File: config.mk
export PLATFORM = sky130hd
export DESIGN_NAME = pipeline_hazard_scoreboard
export DESIGN_NICKNAME = d
export VERILOG_FILES = /design/src/rtl/cpu_pipeline_pkg.sv /design/src/rtl/pipeline_hazard_scoreboard_fwd.sv /design/src/rtl/pipeline_hazard_scoreboard.sv
export SDC_FILE = /design/constraint.sdc
export NUM_CORES = 1
export LEC_CHECK = 0
export CORE_UTILIZATION = 54
export DETAILED_ROUTE_END_ITERATION = 7
export GPL_ROUTABILITY_DRIVEN = 0
export PLACE_DENSITY = 0.85
export RECOVER_POWER = 100
export SYNTH_ARGS = -nofsm -noshare
export SYNTH_HDL_FRONTEND = slang
export SYNTH_SLANG_ARGS = --single-unit
File: constraint.sdc
create_clock -name clk -period 4.5 [get_ports clk]
set_clock_uncertainty 0.15 [all_clocks]
set_input_delay 0.9 -clock clk [delete_from_list [all_inputs] [get_ports clk]]
set_output_delay 0.9 -clock clk [all_outputs]
set_load 0.1 [all_outputs]
File: src/rtl/cpu_pipeline_pkg.sv
// Shared types for the pipeline hazard scoreboard: stage record,
// forward-select encoding, depth helper and producer match function.
package cpu_pipeline_pkg;

  // Records carry register numbers at a fixed maximum width;
  // narrower register files zero-extend into it.
  localparam int REC_AW = 8;

  typedef struct packed {
    logic              valid;
    logic [REC_AW-1:0] rd;
    logic [REC_AW-1:0] rs1;
    logic [REC_AW-1:0] rs2;
    logic              rs1_used;
    logic              rs2_used;
    logic              wre;
    logic              is_load;
  } stage_rec_t;

  typedef enum logic [1:0] {
    FWD_NONE = 2'd0,
    FWD_WB   = 2'd1,
    FWD_MEM  = 2'd2
  } fwd_sel_e;

  // E + MEM_LAT memory stages + W
  function automatic int stage_cnt(int mem_lat);
    return mem_lat + 2;
  endfunction

  function automatic logic rec_match(
    stage_rec_t        p,
    logic [REC_AW-1:0] src,
    logic              used,
    logic              zero_en
  );
    return p.valid & p.wre & used & (p.rd == src)
         & ~(zero_en & (p.rd == '0));
  endfunction

endpackage

File: src/rtl/pipeline_hazard_scoreboard_fwd.sv
// operand_fwd_select: picks the ALU operand source for one E operand.
// Ports: E operand (valid/src/used), M[0] and W records in; select out.
module operand_fwd_select
  import cpu_pipeline_pkg::*;
#(
  parameter logic ZERO_EN = 1'b1
) (
  input  logic              e_valid_i,
  input  logic [REC_AW-1:0] src_i,
  input  logic              used_i,
  input  stage_rec_t        m0_i,
  input  stage_rec_t        w_i,
  output fwd_sel_e          sel_o
);

  logic rd_use;
  logic m0_hit;
  logic w_hit;

  assign rd_use = e_valid_i & used_i;

  // A load in M[0] has no data yet, so it can never feed the ALU.
  assign m0_hit = rec_match(m0_i, src_i, rd_use, ZERO_EN)
                & ~m0_i.is_load;
  assign w_hit  = rec_match(w_i, src_i, rd_use, ZERO_EN);

  always_comb begin
    sel_o = FWD_NONE;
    if (m0_hit) begin
      sel_o = FWD_MEM;
    end else if (w_hit) begin
      sel_o = FWD_WB;
    end
  end

endmodule

File: src/rtl/pipeline_hazard_scoreboard.sv
// Hazard/forwarding controller: shift-register scoreboard E,M[..],W.
// Ports: decode slot in; stall/flush/bubble, fwd selects, mask, count.
module pipeline_hazard_scoreboard
  import cpu_pipeline_pkg::*;
#(
  parameter int REG_AW      = 4,
  parameter int NUM_REGS    = 16,
  parameter int MEM_LAT     = 1,
  parameter int ZERO_REG_EN = 1,
  parameter int CNT_W       = 16
) (
  input  logic                clk,
  input  logic                reset,
  input  logic                dec_valid,
  input  logic [REG_AW-1:0]   dec_rs1,
  input  logic [REG_AW-1:0]   dec_rs2,
  input  logic                dec_rs1_used,
  input  logic                dec_rs2_used,
  input  logic [REG_AW-1:0]   dec_rd,
  input  logic                dec_wre,
  input  logic                dec_is_load,
  input  logic                dec_is_branch,
  input  logic                branch_taken,
  output logic                stall,
  output logic                flush_fd,
  output logic                bubble_de,
  output logic [1:0]          fwd_sel_a,
  output logic [1:0]          fwd_sel_b,
  output logic [NUM_REGS-1:0] busy_mask,
  output logic [CNT_W-1:0]    stall_count
);

  localparam int   SC  = stage_cnt(MEM_LAT);
  localparam logic ZEN = (ZERO_REG_EN != 0);

  // index 0 = E, k+1 = M[k], SC-1 = W
  stage_rec_t sb_q [SC];
  stage_rec_t sb_d [SC];
  stage_rec_t dec_rec;

  logic [CNT_W-1:0] cnt_q;
  logic [CNT_W-1:0] cnt_d;
  logic [SC-1:0]    hz;
  fwd_sel_e         sel_a;
  fwd_sel_e         sel_b;

  always_comb begin
    dec_rec          = '0;
    dec_rec.valid    = dec_valid;
    dec_rec.rd       = REC_AW'(dec_rd);
    dec_rec.rs1      = REC_AW'(dec_rs1);
    dec_rec.rs2      = REC_AW'(dec_rs2);
    dec_rec.rs1_used = dec_rs1_used;
    dec_rec.rs2_used = dec_rs2_used;
    dec_rec.wre      = dec_wre;
    dec_rec.is_load  = dec_is_load;
  end

  // Q is where the producer sits when decode would be in E.
  for (genvar p = 0; p < SC; p++) begin : g_hz
    localparam int   Q     = p + 1;
    localparam logic NL_HZ = (Q >= 2) && (Q <= MEM_LAT);
    localparam logic LD_HZ = (Q < MEM_LAT + 1);
    localparam logic BR_HZ = (p <= MEM_LAT);
    logic hit;
    assign hit = rec_match(sb_q[p], dec_rec.rs1,
                           dec_rs1_used, ZEN)
               | rec_match(sb_q[p], dec_rec.rs2,
                           dec_rs2_used, ZEN);
    assign hz[p] = hit
                 & ((sb_q[p].is_load ? LD_HZ : NL_HZ)
                   | (dec_is_branch & BR_HZ));
  end

  assign stall     = reset & dec_valid & (|hz);
  assign bubble_de = stall;
  assign flush_fd  = reset & dec_valid & dec_is_branch
                   & branch_taken & ~stall;

  always_comb begin
    sb_d[0] = '0;
    if (dec_valid & ~stall & ~flush_fd) begin
      sb_d[0] = dec_rec;
    end
    for (int k = 1; k < SC; k++) begin
      sb_d[k] = sb_q[k-1];
    end
  end

  assign cnt_d = (stall && cnt_q != '1)
               ? cnt_q + CNT_W'(1) : cnt_q;

  always_ff @(posedge clk or negedge reset) begin
    if (!reset) begin
      sb_q  <= '{default: '0};
      cnt_q <= '0;
    end else begin
      sb_q  <= sb_d;
      cnt_q <= cnt_d;
    end
  end

  always_comb begin
    busy_mask = '0;
    for (int k = 0; k < SC; k++) begin
      for (int r = 0; r < NUM_REGS; r++) begin
        if (sb_q[k].valid && sb_q[k].wre
            && sb_q[k].rd == REC_AW'(r)
            && !(ZEN && r == 0)) begin
          busy_mask[r] = 1'b1;
        end
      end
    end
  end

  operand_fwd_select #(.ZERO_EN(ZEN)) u_fwd_a (
    .e_valid_i (sb_q[0].valid),
    .src_i     (sb_q[0].rs1),
    .used_i    (sb_q[0].rs1_used),
    .m0_i      (sb_q[1]),
    .w_i       (sb_q[SC-1]),
    .sel_o     (sel_a)
  );

  operand_fwd_select #(.ZERO_EN(ZEN)) u_fwd_b (
    .e_valid_i (sb_q[0].valid),
    .src_i     (sb_q[0].rs2),
    .used_i    (sb_q[0].rs2_used),
    .m0_i      (sb_q[1]),
    .w_i       (sb_q[SC-1]),
    .sel_o     (sel_b)
  );

  assign fwd_sel_a   = sel_a;
  assign fwd_sel_b   = sel_b;
  assign stall_count = cnt_q;

endmodule

**Word level (Yosys, flattened, before mapping)**

Cells that the tools add are included.

- Output and inout port bits: 39
- Word-level logic and storage cells: 224
- Memories kept: 0
- Bits in latches: 0
- Bits in read-only memories: 0
- Input port bits: 21
- Bits in writable memories: 0
- Flip-flop bits (word level): 66

- Equal/unequal tests: 54
- $mul: 0
- Shifts and indexed selects: 0
- Bitwise logic cells: 49
- $add $sub $neg: 1
- Reduce and logical (&&, ||, !) cells: 53
- Muxes and demuxes: 51
- Magnitude comparators: 0
- Divide/modulo/power cells: 0

Operators by type and width:

| kind | number |
|---|---|
| 8-bit by 4-bit equality test with 1-bit output, second input constant | 24 |
| 8-bit by 3-bit equality test with 1-bit output, second input constant | 12 |
| 1-bit logical AND | 49 |
| 8-bit by 2-bit equality test with 1-bit output, second input constant | 6 |
| 1-bit two-way mux | 48 |
| 1-bit bitwise AND | 40 |
| 8-bit by 4-bit equality test with 1-bit output | 4 |
| 8-bit equality test | 4 |
| 29-bit two-way mux | 1 |
| 8-bit by 1-bit equality test with 1-bit output, second input constant | 3 |
| 8-bit zero test | 3 |
| 16-bit by 1-bit adder with 16-bit output, second input constant | 1 |
| 16-bit inequality test, second input constant | 1 |
| 1-bit NOT | 6 |
| 2-bit two-way mux | 2 |
| 1-bit OR | 3 |
| 2-bit OR reduction | 1 |

**Longest topological paths before layout**

- Depth in word-level cells: 13
- Gate-level depth with buffers: 9

**By module**

A second synthesis with hierarchy kept.

- Cell total of the unflattened synthesis: 349
- Area, all modules: 3543.4 um2

Modules (own cells, without submodules):

| module | times used | cells each | sequential area each (um2) | area an instance (um2) |
|---|---|---|---|---|
| pipeline_hazard_scoreboard | 1 | 287 | 1676.6 | 3022.9 |
| operand_fwd_select | 2 | 31 | 0.0 | 260.2 |

**Least setup slack after synthesis**

OpenSTA, ideal clock, no wires.

- Path type: register to output
- Start: reg sb_q, in the netlist sb_d[22]
- End: out fwd_sel_b[0]
- Stages on the path, launching flop included: 6
- Arrival: 4025 ps
- Path slack: -575 ps
- Path buffers: 1
- Path through: dfrtp_1 > buf_2 > nor4_1 > nor3_1 > nor4b_1 > nor4_1

- Longest elaborated chain between the ends: 5
- Elaborated cells between the ends (all ways): 7
- Classes of those cells: 1 x eq/ne; 1 x mux; 4 x bitwise; 1 x reduce/logical

RTL lines:

| item | RTL line | RTL |
|---|---|---|
| from (decl) | pipeline_hazard_scoreboard.sv:37 | `stage_rec_t sb_q [SC];` |
| from (signal assigned) | pipeline_hazard_scoreboard.sv:95 | `sb_q <= '{default: '0};` |
| from (signal assigned) | pipeline_hazard_scoreboard.sv:98 | `sb_q <= sb_d;` |
| 8-bit equality test / 8-bit zero test (equally long branches) | cpu_pipeline_pkg.sv:37, cpu_pipeline_pkg.sv:38 |  |
| 1-bit bitwise AND / 1-bit NOT (equally long branches) | cpu_pipeline_pkg.sv:37, cpu_pipeline_pkg.sv:38 |  |
| 1-bit bitwise AND * | cpu_pipeline_pkg.sv:38 | `& ~(zero_en & (p.rd == '0));` |
| 1-bit bitwise AND * | pipeline_hazard_scoreboard_fwd.sv:24 | `& ~m0_i.is_load;` |
| via u_fwd_b.m0_hit | pipeline_hazard_scoreboard_fwd.sv:17 | `logic m0_hit;` |
| 2-bit two-way mux * | pipeline_hazard_scoreboard_fwd.sv:29 | `if (m0_hit) begin` |
| to (decl) | pipeline_hazard_scoreboard.sv:28 | `output logic [1:0] fwd_sel_b,` |

The timed path passes the listed nets; every way through them passes the cells marked *.

**Final worst setup path**

- Start: in dec_rs1[1]
- End: out stall

- Longest elaborated chain between the ends: 7
- Elaborated cells between the ends (all ways): 12
- Classes of those cells: 2 x eq/ne; 9 x bitwise; 1 x reduce/logical

RTL lines:

| item | RTL line | RTL |
|---|---|---|
| from (decl) | pipeline_hazard_scoreboard.sv:15 | `input logic [REG_AW-1:0] dec_rs1,` |
| 8-bit by 4-bit equality test with 1-bit output | cpu_pipeline_pkg.sv:37 | `return p.valid & p.wre & used & (p.rd == src)` |
| 1-bit bitwise AND | cpu_pipeline_pkg.sv:37 |  |
| 1-bit bitwise AND | cpu_pipeline_pkg.sv:38 |  |
| 1-bit OR | pipeline_hazard_scoreboard.sv:68 | `\| rec_match(sb_q[p], dec_rec.rs2,` |
| 1-bit bitwise AND | pipeline_hazard_scoreboard.sv:71 | `& ((sb_q[p].is_load ? LD_HZ : NL_HZ)` |
| 2-bit OR reduction * | pipeline_hazard_scoreboard.sv:75 | `assign stall = reset & dec_valid & (\|hz);` |
| 1-bit bitwise AND * | pipeline_hazard_scoreboard.sv:75 |  |
| to (decl) | pipeline_hazard_scoreboard.sv:24 | `output logic stall,` |

Mark *: on every way between the ends. The rest lies on a longest branch, timed or not.

==> Flow_metrics.wiki <==
{| class="wikitable"
! Metric !! Value
|-
| Outcome || complete, but fails checks
|-
| Violations in the final reports || capacitance limit, slew limit
|-
| Detail-routed via count per cell || 5.687
|-
| Worst-case setup slack after placement || 0.6383 ns
|-
| Wire length of the first global-routing pass || 9963 um
|-
| GRT Resource Usage Total || 0.2525
|-
| Leakage || 0.001474 uW
|-
| CTS Buf Count || 5
|-
| Layout cells sized above 1 || 0.07837
|-
| Internal Pwr Total || 699.2 uW
|-
| Largest fanout on the critical path || 8
|-
| Largest cells by area after synthesis || sky130_fd_sc_hd__dfrtp_1, sky130_fd_sc_hd__xor2_1, sky130_fd_sc_hd__xnor2_1
|-
| Tightest Hold Check Type || reg -> reg
|-
| Combinational fraction of design power || 0.129
|-
| Synthesized netlist cell count || 271
|-
| Fraction of power spent switching nets || 0.2635
|-
| Startpoint types || input port
|-
| Quantity of hold-fixing buffers added after cts || 0
|-
| Distinct cell type count of the synthesized netlist || 36
|-
| Min Tclk post-route || 4.031 ns
|-
| Floorplan die area || 5251 um2
|-
| RR Endpoint || stall_count[1]
|-
| Clock latency reported for the late side of the worst-skew pair || 0.31 ns
|-
| Clock-pin slew on the worst setup and hold paths || 0.09 ns
|-
| Pin count of the biggest net entering global routing || 48
|-
| FF-to-FF Start || sb_d[23]
|-
| Critical path data required time || 3.45 ns
|-
| Number of enable flip-flop cells after synthesis || 0
|-
| Chip Height || 72.47 um
|-
| Period utilisation layout || 0.8959
|-
| Start point of the worst min-delay path || sb_d[1]
|-
| Area of the mapped netlist || 2681 um2
|-
| Max Root-Sink Buffers || 2
|-
| DP HPWL || 4416 um
|-
| Ranking of synthesized cells by instance count || sky130_fd_sc_hd__dfrtp_1, sky130_fd_sc_hd__nand2_1, sky130_fd_sc_hd__xor2_1, sky130_fd_sc_hd__nand3_1, sky130_fd_sc_hd__xnor2_1
|-
| Worst setup path startpoint || dec_rs1[1]
|-
| Post-detailed-routing wire length || 6224 um
|-
| Post-route setup slack || 0.4686 ns
|-
| Clock tree from TritonCTS || yes
|-
| Depth of the worst register-to-register path || 5
|-
| VDD IR-drop max || 0.2709 mV
|-
| Area growth from synthesis to layout || 21.33%
|-
| CP arrival || 2.98 ns
|-
| Areal power density over the cells || 291.8 nW/um2
|-
| Count of unresolved DRC violations after routing || 0
|-
| CP Class || in -> out
|-
| Count of standard-cell rows || 25
|-
| Unrepaired setup endpoints after global routing || no
|-
| Via Count || 2195
|-
| Port-buffer cells || 58
|-
| Relative contribution of the clock network to total power || 0.387
|-
| Horizontal die dimension || 72.47 um
|-
| Sort of element at the end of the critical path || output port
|-
| Most Used Layer, Global Route || met2
|-
| Most instantiated library cell after synthesis || sky130_fd_sc_hd__dfrtp_1
|-
| Antenna violations before repair || 0
|-
| Antenna cells || 0
|-
| Prevailing post-synth register cell || sky130_fd_sc_hd__dfrtp_1
|-
| First-iteration detailed-routing DRC count || 136
|-
| Max-capacitance violation count || 1
|-
| Antenna-violating nets left || 0
|-
| H-Tree Depth || 2
|-
| Worst Hold Path Cells || 0
|-
| Via count of the first global-routing pass || 2179
|-
| Number of nets produced by synthesis || 293
|-
| Post-CTS setup repair buffer count || 0
|-
| DR pass1 iterations || 4
|-
| Highest achievable clock rate || 248.1 MHz
|-
| Root buffer cell || sky130_fd_sc_hd__clkbuf_8
|-
| Final-report setup violation count || 0
|-
| Slew Limit Headroom || -0.5875
|-
| Transition time of the tightest slew-check pin || 2.381 ns
|-
| Total Neg Setup Slack || 0 ns
|-
| GR met2 Demand/Resource || 0.4351
|-
| Post-cts repair resize count || 0
|-
| Fraction of power consumed by sequential logic || 0.484
|-
| Area share of the largest cell type after synthesis || 0.4293
|-
| Ys async rst share || 1.000
|-
| Final hold viol count || 0
|-
| Final nets || 340
|-
| Final slew viol count || 48
|-
| Remaining global-route overflow || 0
|-
| Routed wire length per instance || 16.12 um
|-
| Min-Delay Endpoint || sb_q[1]
|-
| Effective utilization at floorplan || 0.5639
|-
| Yosys top cell by area || sky130_fd_sc_hd__dfrtp_1
|-
| Internal reg-to-reg setup slack || 1.83 ns
|-
| I/O Pins || 60
|-
| Sequential-to-total area share from yosys stat || 0.4293
|-
| Synthesis Warnings || 0
|-
| Routing usage on met1 || 0.2891
|-
| Switch Pwr || 250.1 uW
|-
| Sinks on the clock net || 46
|-
| #FFs+latches synth || 46
|-
| Met3 Track Usage GR || 0.06250
|-
| Total core area || 4755 um2
|-
| Per-instance average area after synthesis || 9.894 um2
|}
[stage by stage]
| step | hold slack, ns | power [uW] | instances | utilization | instance area (um2) |
|---|---|---|---|---|---|
| after floorplan | 0.2046 | 546.2 | 271 | - | 2695 |
| after global placement | 0.2230 | 587.9 | 378 | 0.6784 | 3226 |
| after detailed placement | 0.2357 | 592.4 | 378 | 0.6784 | 3226 |
| after CTS | 0.2560 | 952.6 | 386 | 0.7074 | 3363 |
| after global routing | 0.2624 | 980.6 | 386 | 0.6842 | 3253 |
| final | 0.2566 | 949.3 | 386 | 0.6842 | 3253 |
[layer usage]
layer | wire (um) | vias to the layer above
met5 | 0 | -
met3 | 410 | 20
met1 | 2464 | 1060
met2 | 3230 | 87
li1 | - | 1028
met4 | 118 | 0
[layout by cell type (no fill, tap or decap)]
| cell type | count |
|---|---|
| sky130_fd_sc_hd__a21boi_2 | 1 |
| sky130_fd_sc_hd__a21oi_1 | 2 |
| sky130_fd_sc_hd__a22oi_1 | 11 |
| sky130_fd_sc_hd__a31o_2 | 2 |
| sky130_fd_sc_hd__and2_0 | 9 |
| sky130_fd_sc_hd__and2_1 | 8 |
| sky130_fd_sc_hd__and2_4 | 1 |
| sky130_fd_sc_hd__and3_1 | 4 |
| sky130_fd_sc_hd__and4_1 | 3 |
| sky130_fd_sc_hd__and4_2 | 1 |
| sky130_fd_sc_hd__buf_12 | 3 |
| sky130_fd_sc_hd__bufinv_16 | 2 |
| sky130_fd_sc_hd__clkbuf_1 | 16 |
| sky130_fd_sc_hd__clkbuf_8 | 5 |
| sky130_fd_sc_hd__clkdlybuf4s50_1 | 18 |
| sky130_fd_sc_hd__clkinv_4 | 1 |
| sky130_fd_sc_hd__conb_1 | 1 |
| sky130_fd_sc_hd__dfrtp_1 | 46 |
| sky130_fd_sc_hd__dlygate4sd3_1 | 22 |
| sky130_fd_sc_hd__ha_1 | 1 |
| sky130_fd_sc_hd__mux2_2 | 2 |
| sky130_fd_sc_hd__nand2_1 | 37 |
| sky130_fd_sc_hd__nand2_2 | 1 |
| sky130_fd_sc_hd__nand2b_1 | 1 |
| sky130_fd_sc_hd__nand3_1 | 22 |
| sky130_fd_sc_hd__nand4_1 | 9 |
| sky130_fd_sc_hd__nor2_1 | 7 |
| sky130_fd_sc_hd__nor2b_1 | 6 |
| sky130_fd_sc_hd__nor3_1 | 9 |
| sky130_fd_sc_hd__nor3b_1 | 6 |
| sky130_fd_sc_hd__nor4_1 | 9 |
| sky130_fd_sc_hd__nor4_2 | 3 |
| sky130_fd_sc_hd__nor4_4 | 1 |
| sky130_fd_sc_hd__nor4b_1 | 1 |
| sky130_fd_sc_hd__o211ai_2 | 1 |
| sky130_fd_sc_hd__o21ai_0 | 1 |
| sky130_fd_sc_hd__xnor2_1 | 22 |
| sky130_fd_sc_hd__xor2_1 | 23 |
| sky130_fd_sc_hd__xor2_2 | 1 |
[worst max-delay path by stage]
stage	endpoint	slack (ns)	cells past startpoint
2_1_floorplan	fwd_sel_a[0]	0.26	6
3_3_place_gp	bubble_de	0.69	7
3_5_place_dp	stall	0.64	7
4_1_cts	stall	0.61	7
5_1_grt	stall	0.25	8
6_report	stall	0.47	8
[flip-flops by register name, summed over array words and instances, names as in the netlist]
register	cells
stall_count	16
sb_d	24
sb_q	6
[cell families after synthesis]
group / after synthesis / synth area share
other cells: 1 / 0.001399
mux: 2 / 0.008399
flops: 46 / 0.4293
fa+ha+maj: 1 / 0.004666
buf+inv: 19 / 0.04899
xor+xnor: 46 / 0.1531
simple gates: 138 / 0.2982
compound gates: 18 / 0.05599
[area by class of cell]
class	count	area [um2]
Clock inverter	3	68.82
Timing Repair Buffer	59	520.5
Sequential cell	46	1151
Multi-Input combinational cell	206	1360
Tap cell	67	83.83
Fill cell	401	1501
Clock buffer	5	68.82
[power groups by stage]
stage	logic, uW	registers (uW)	clock network (uW)
after floorplan	90.1	456	0
after global placement	122	466	0
after detailed placement	126	467	0
after CTS	127	458	367
after global routing	131	462	387
final	123	459	367
[worst max-delay path, cell delays in order]
cell	delay, ns
sky130_fd_sc_hd__dlygate4sd3_1	0.60
sky130_fd_sc_hd__xnor2_1	0.17
sky130_fd_sc_hd__nand2_1	0.08
sky130_fd_sc_hd__nor4_1	0.22
sky130_fd_sc_hd__o21ai_0	0.22
sky130_fd_sc_hd__and2_4	0.23
sky130_fd_sc_hd__nor2_1	0.33
sky130_fd_sc_hd__buf_12	0.23
Note: power is estimated with default switching activity, not from simulation.
